==> src/rtl/mod12_hour_display_if.sv <==
// Signal bundle between the mod-12 counter side and the hour display block.
interface mod12_hour_display_if;
    logic [3:0] q_in;
    logic       err_clr;
    logic [7:0] hour_bcd;
    logic       pm;
    logic       wrap_pulse;
    logic       seq_err;
    logic [1:0] an;
    logic [6:0] seg;

    modport slave (
        input  q_in, err_clr,
        output hour_bcd, pm, wrap_pulse, seq_err, an, seg
    );

    modport master (
        output q_in, err_clr,
        input  hour_bcd, pm, wrap_pulse, seq_err, an, seg
    );
endinterface

==> src/rtl/mod12_hour_display.sv <==
// Maps a mod-12 count to a 12-hour BCD display with AM/PM tracking,
// sequence checking and a two-digit multiplexed seven-segment driver.
module mod12_hour_display #(
    parameter int unsigned REFRESH_DIV = 4
) (
    input  logic                 clk,
    input  logic                 reset,
    mod12_hour_display_if.slave  bus
);

    logic [3:0]  q_r_q, q_r_d;
    logic [7:0]  hour_bcd_q, hour_bcd_d;
    logic        pm_q, pm_d;
    logic        wrap_pulse_q, wrap_pulse_d;
    logic        seq_err_q, seq_err_d;
    logic [15:0] refresh_q, refresh_d;
    logic        sel_q, sel_d;

    logic [3:0]  q_next;
    logic        in_range;
    logic        step_ok;
    logic        err_set;
    logic [3:0]  digit;

    function automatic logic [7:0] hour_of(input logic [3:0] q);
        logic [7:0] h;
        if (q == 4'd0)
            h = 8'h12;
        else if (q >= 4'd10)
            h = {4'h1, 4'(q - 4'd10)};
        else
            h = {4'h0, q};
        return h;
    endfunction

    function automatic logic [6:0] seg_of(input logic [3:0] d);
        logic [6:0] s;
        case (d)
            4'd0:    s = 7'h3F;
            4'd1:    s = 7'h06;
            4'd2:    s = 7'h5B;
            4'd3:    s = 7'h4F;
            4'd4:    s = 7'h66;
            4'd5:    s = 7'h6D;
            4'd6:    s = 7'h7D;
            4'd7:    s = 7'h07;
            4'd8:    s = 7'h7F;
            4'd9:    s = 7'h6F;
            default: s = 7'h00;
        endcase
        return s;
    endfunction

    always_comb begin
        q_r_d        = q_r_q;
        hour_bcd_d   = hour_bcd_q;
        pm_d         = pm_q;
        wrap_pulse_d = 1'b0;
        seq_err_d    = seq_err_q;
        refresh_d    = refresh_q + 16'd1;
        sel_d        = sel_q;

        q_next   = (q_r_q == 4'd11) ? 4'd0 : 4'(q_r_q + 4'd1);
        in_range = (bus.q_in <= 4'd11);
        step_ok  = (bus.q_in == q_r_q) || (bus.q_in == q_next);
        err_set  = !in_range || !step_ok;

        // Skips still resync to the new count; only out-of-range values hold.
        if (in_range) begin
            q_r_d      = bus.q_in;
            hour_bcd_d = hour_of(bus.q_in);
        end

        if (q_r_q == 4'd11 && bus.q_in == 4'd0) begin
            wrap_pulse_d = 1'b1;
            pm_d         = ~pm_q;
        end

        if (err_set)
            seq_err_d = 1'b1;
        else if (bus.err_clr)
            seq_err_d = 1'b0;

        if (refresh_q == 16'(REFRESH_DIV - 1)) begin
            refresh_d = '0;
            sel_d     = ~sel_q;
        end
    end

    always_ff @(posedge clk or posedge reset) begin
        if (reset) begin
            q_r_q        <= '0;
            hour_bcd_q   <= 8'h12;
            pm_q         <= 1'b0;
            wrap_pulse_q <= 1'b0;
            seq_err_q    <= 1'b0;
            refresh_q    <= '0;
            sel_q        <= 1'b0;
        end else begin
            q_r_q        <= q_r_d;
            hour_bcd_q   <= hour_bcd_d;
            pm_q         <= pm_d;
            wrap_pulse_q <= wrap_pulse_d;
            seq_err_q    <= seq_err_d;
            refresh_q    <= refresh_d;
            sel_q        <= sel_d;
        end
    end

    always_comb begin
        digit   = sel_q ? hour_bcd_q[7:4] : hour_bcd_q[3:0];
        bus.an  = sel_q ? 2'b10 : 2'b01;
        // Leading zero on the tens digit is blanked, digit enable stays on.
        bus.seg = (sel_q && digit == 4'd0) ? 7'h00 : seg_of(digit);
    end

    assign bus.hour_bcd   = hour_bcd_q;
    assign bus.pm         = pm_q;
    assign bus.wrap_pulse = wrap_pulse_q;
    assign bus.seq_err    = seq_err_q;

endmodule
==> src/flat_wrapper.sv <==
// flat-port wrapper written by rule: the top's interface ports become plain ports
module mod12_hour_display_flat 
#(
    parameter int unsigned REFRESH_DIV = 4
)
  (clk, reset, bus_q_in, bus_err_clr, bus_hour_bcd, bus_pm, bus_wrap_pulse, bus_seq_err, bus_an, bus_seg);
  mod12_hour_display_if bus_i ();
  input  logic clk;
  input  logic reset;
  input wire logic [$bits(bus_i.q_in)-1:0] bus_q_in;
  input wire logic [$bits(bus_i.err_clr)-1:0] bus_err_clr;
  output wire logic [$bits(bus_i.hour_bcd)-1:0] bus_hour_bcd;
  output wire logic [$bits(bus_i.pm)-1:0] bus_pm;
  output wire logic [$bits(bus_i.wrap_pulse)-1:0] bus_wrap_pulse;
  output wire logic [$bits(bus_i.seq_err)-1:0] bus_seq_err;
  output wire logic [$bits(bus_i.an)-1:0] bus_an;
  output wire logic [$bits(bus_i.seg)-1:0] bus_seg;
  assign bus_i.q_in = bus_q_in;
  assign bus_i.err_clr = bus_err_clr;
  assign bus_hour_bcd = bus_i.hour_bcd;
  assign bus_pm = bus_i.pm;
  assign bus_wrap_pulse = bus_i.wrap_pulse;
  assign bus_seq_err = bus_i.seq_err;
  assign bus_an = bus_i.an;
  assign bus_seg = bus_i.seg;
  mod12_hour_display #(.REFRESH_DIV(REFRESH_DIV)) u_core (.clk(clk), .reset(reset), .bus(bus_i));
endmodule
==> config.mk <==
export PLATFORM = sky130hd
export DESIGN_NAME = mod12_hour_display_flat
export DESIGN_NICKNAME = d
export VERILOG_FILES = /design/src/rtl/mod12_hour_display_if.sv /design/src/rtl/mod12_hour_display.sv /design/src/flat_wrapper.sv
export SDC_FILE = /design/constraint.sdc
export NUM_CORES = 1
export LEC_CHECK = 0
export CORE_MARGIN = 2
export CORE_UTILIZATION = 41
export CTS_CLUSTER_SIZE = 24
export DETAILED_ROUTE_END_ITERATION = 10
export PLACE_DENSITY_LB_ADDON = 0.25
export SYNTH_ARGS = -nofsm -noshare
export SYNTH_HDL_FRONTEND = slang
export SYNTH_SLANG_ARGS = --single-unit
==> constraint.sdc <==
create_clock -name clk -period 2.15 [get_ports clk]
set_input_delay 0.43 -clock clk [delete_from_list [all_inputs] [get_ports clk]]
set_output_delay 0.43 -clock clk [all_outputs]
set_load 0.05 [all_outputs]
==> flow_summary.json <==
{
  "power_report.internal_total_uw": 1060,
  "reg2reg_setup_slack_ns": 0.57,
  "postSynth.topFlopCell": "sky130_fd_sc_hd__dfrtp_1",
  "critical_path_required_ns": 1.72,
  "static_leakage_uw": 0.00107,
  "wire_length_of_the_first_global_routing_pass_mm": 6.29,
  "viasPerCell": 5.19,
  "initial_core_util_pct": 43.7,
  "worst_clock_skew_ns": 0.00630,
  "power_per_cell_area_mw_per_mm2": 645,
  "clkLatencyLatePin_ns": 0.27,
  "status": "finished with violations",
  "timing.final.max_slew_violations": 0,
  "synth.yosys.seq_area_share_pct": 40.8,
  "setup_total_negative_slack_ns": -1.12,
  "cts.reportedPaths.clkPinSlew_ns": 0.06,
  "timing.final.crit_share_pct": 110,
  "critPathArrivalTime_ns": 1.94,
  "period_needed_ns": 2.37,
  "globalRoute.totalOverflow": 0,
  "vdd_drop_max_mv": 0.587,
  "worstSetupEndpointType": "primary output",
  "placement_rows": 23,
  "placeableCoreArea_sq_mm": 0.00409,
  "p_switching_uw": 489,
  "dp_worst_setup_slack_ns": 0.0256,
  "ant_nets": 0,
  "post-route-cell-area_sq_mm": 0.00240,
  "finalWorstSetupSlack_ns": -0.217,
  "via_count_of_the_first_global_routing_pass": 1375,
  "multi_input_comb_area_sq_mm": 0.00106,
  "fillerInstances": 358,
  "synth.ff_latch_count": 29,
  "path_max_fanout": 3,
  "maxCapViolations": 0,
  "r2r_end": "u_core.bus.seq_err$_DFFE_PP0P_",
  "tritoncts": "yes",
  "drc": 0,
  "portBuffers": 23,
  "clock_tree.htree_level_count": 2,
  "floorplan_die_area_sq_mm": 0.00490,
  "final_layout_size_suffix_gt1_share_pct": 30.5,
  "report.final.setup_viol": 7,
  "power.share.combinational_pct": 30.5,
  "cts-buffers-inserted": 5,
  "rsz0062_at_grt": "yes",
  "violated_checks": "setup timing",
  "reg2regPathDepth": 6,
  "floorplan.io_pins": 27,
  "synth-edff-count": 0,
  "wire_per_inst_um": 13.1,
  "nNetsFinal": 233,
  "fraction_of_power_spent_switching_nets_pct": 31.5,
  "synthDistinctLibCells": 50,
  "dr_total_vias": 1402,
  "number_of_failing_hold_endpoints_at_the_final_stage": 0,
  "hold_path_class": "flip-flop to flip-flop",
  "cts.sinks": 29,
  "p_seq_share_pct": 38.3,
  "gp_congestion": 0.847,
  "post-synth-top-count-cell": "sky130_fd_sc_hd__dfrtp_1",
  "drt_iter0_drc": 25,
  "startpoint_type": "flip-flop",
  "syn_avg_cell_area_sq_um": 9.55,
  "antenna_found_initial": 0,
  "post_cts_hold_buffer_count": 0,
  "crit_path_end": "bus_seg[0]",
  "pwr-share-clk_pct": 31.3,
  "diodes": 0,
  "async_reset_ff_share_pct": 100,
  "worst-setup-path-type": "flip-flop to primary output",
  "area.growth.synth_to_final_pct": 34.7,
  "synth_common_cells": "sky130_fd_sc_hd__dfrtp_1 (27), sky130_fd_sc_hd__nor2_1 (15), sky130_fd_sc_hd__xnor2_1 (14)",
  "layout.cells.non_filler": 270,
  "dp.final_hpwl_mm": 2.70,
  "dpl_cell_area_sq_mm": 0.00225,
  "grt_usage_pct": 16.0,
  "drt_first_pass_iters": 4,
  "netlist.area_leader.share_pct": 37.8,
  "vertical_die_dimension_um": 70.0,
  "synth_area_sq_mm": 0.00179,
  "synth.top_cells.by_area": "sky130_fd_sc_hd__dfrtp_1 (38%), sky130_fd_sc_hd__xnor2_1 (6.9%), sky130_fd_sc_hd__ha_1 (4.9%), sky130_fd_sc_hd__xor2_1 (3.4%), sky130_fd_sc_hd__nor2_1 (3.2%)",
  "critical_path.startpoint": "u_core.sel_q$_DFFE_PP0N_",
  "achievable-frequency_ghz": 0.423,
  "synth.largest_area_cell": "sky130_fd_sc_hd__dfrtp_1",
  "grt_max_degree": 30,
  "final-seq-area_sq_um": 733,
  "hold_ws_ns": 0.470,
  "synth_cells": 187,
  "clock-root-buffer": "sky130_fd_sc_hd__clkbuf_8",
  "dieWidth_um": 70.0,
  "clockBufferDepth": 2,
  "wl_mm": 3.53,
  "synth-warning-count": 0,
  "place.detailed.instances": 258,
  "worst_r2r_startpoint": "u_core.q_r_q[0]$_DFFE_PP0N_"
}
stage by stage:
stage	power (uW)	utilization, %
after floorplan	911	-
after global placement	1060	55.2
after detailed placement	1070	55.2
after CTS	1570	58.8
after global routing	1630	58.8
final	1550	58.8
timing repair:
item                                    in CTS  in global routing
resized for setup                            4                  0
endpoints found under the setup margin       7                  7
pin swaps                                    2                  0
endpoints found under the hold margin        0                  0
setup buffers                                4                  0
gates cloned                                 0                  0
worst min path at each step:
stage                                   startpoint                              to  slack (ns)  cells past startpoint
floorplan           u_core.refresh_q[15]$_DFF_PP0_  u_core.refresh_q[15]$_DFF_PP0_        0.45                      1
detailed placement       u_core.bus.pm$_DFFE_PP0P_       u_core.bus.pm$_DFFE_PP0P_        0.46                      1
finish                   u_core.bus.pm$_DFFE_PP0P_       u_core.bus.pm$_DFFE_PP0P_        0.47                      1
global placement         u_core.bus.pm$_DFFE_PP0P_       u_core.bus.pm$_DFFE_PP0P_        0.46                      1
CTS                      u_core.bus.pm$_DFFE_PP0P_       u_core.bus.pm$_DFFE_PP0P_        0.47                      1
global route        u_core.refresh_q[15]$_DFF_PP0_  u_core.refresh_q[15]$_DFF_PP0_        0.49                      1
cells by family (layout without fill, tap and decap cells):
kind of cell | after synthesis | count (layout) | synth area share [%]
AOI/OAI and AO/OA | 31 | 31 | 10.2
buffers and inverters | 22 | 53 | 7.92
and+or+nand+nor | 73 | 73 | 23.7
adders and majority gates | 7 | 7 | 4.91
DFF | 29 | 29 | 40.8
other | 1 | 3 | 0.210
xor gates and xnor gates | 21 | 21 | 10.3
muxes | 3 | 3 | 2.03
cell usage in the layout, fill, tap and decap left out, drive strengths merged, types with 4 or more instances in the layout:
cell / Yosys / routed
nand2b: 5 / 5
dfrtp: 27 / 27
ha: 7 / 7
nand3: 13 / 13
and4: 4 / 4
xnor2: 14 / 14
xor2: 7 / 7
o21ai: 10 / 10
inv: 9 / 9
nor2: 17 / 17
clkbuf: 4 / 7
buf: 9 / 26
nand2: 13 / 13
clkdlybuf4s50: 0 / 10
a21oi: 10 / 10
power groups by stage:
stage | clock, uW | sequential [uW] | combinational, uW
after global routing | 532 | 597 | 503
after global placement | 0 | 602 | 458
final | 485 | 594 | 473
after CTS | 503 | 593 | 477
after floorplan | 0 | 634 | 276
after detailed placement | 0 | 603 | 467
final cells by class:
class | instances | share of cell area, %
Multi-Input combinational cell | 138 | 43.9
Clock buffer | 7 | 4.01
Tap cell | 50 | 2.60
Clock inverter | 1 | 0.208
Sequential cell | 29 | 30.5
Timing Repair Buffer | 36 | 17.3
Inverter | 9 | 1.51
critical path, stage by stage (launching register included):
cell and delay, ns:
sky130_fd_sc_hd__dfrtp_1 0.41, sky130_fd_sc_hd__mux2_4 0.34, sky130_fd_sc_hd__ha_4 0.16, sky130_fd_sc_hd__or2_4 0.23, sky130_fd_sc_hd__a21oi_4 0.14, sky130_fd_sc_hd__nor2_2 0.06
sky130_fd_sc_hd__o21ai_4 0.16, sky130_fd_sc_hd__buf_12 0.15
layer usage:
| layer | wire, um | global-route usage [%] | vias to the layer above |
|---|---|---|---|
| met5 | 0 | 0 | - |
| met1 | 1550 | 18.7 | 670 |
| met4 | 45 | 6.20 | 0 |
| met2 | 1800 | 27.8 | 30 |
| li1 | - | - | 698 |
| met3 | 140 | 4.18 | 4 |
sequential cells by signal, indices dropped and copies added, names as in the netlist:
register / cells
u_core.bus.wrap_pulse: 1
u_core.q_r_q: 4
u_core.bus.seq_err: 1
u_core.bus.pm: 1
u_core.sel_q: 1
u_core.refresh_q: 16
u_core.bus.hour_bcd: 5
Note: power is estimated with default switching activity, not from simulation.
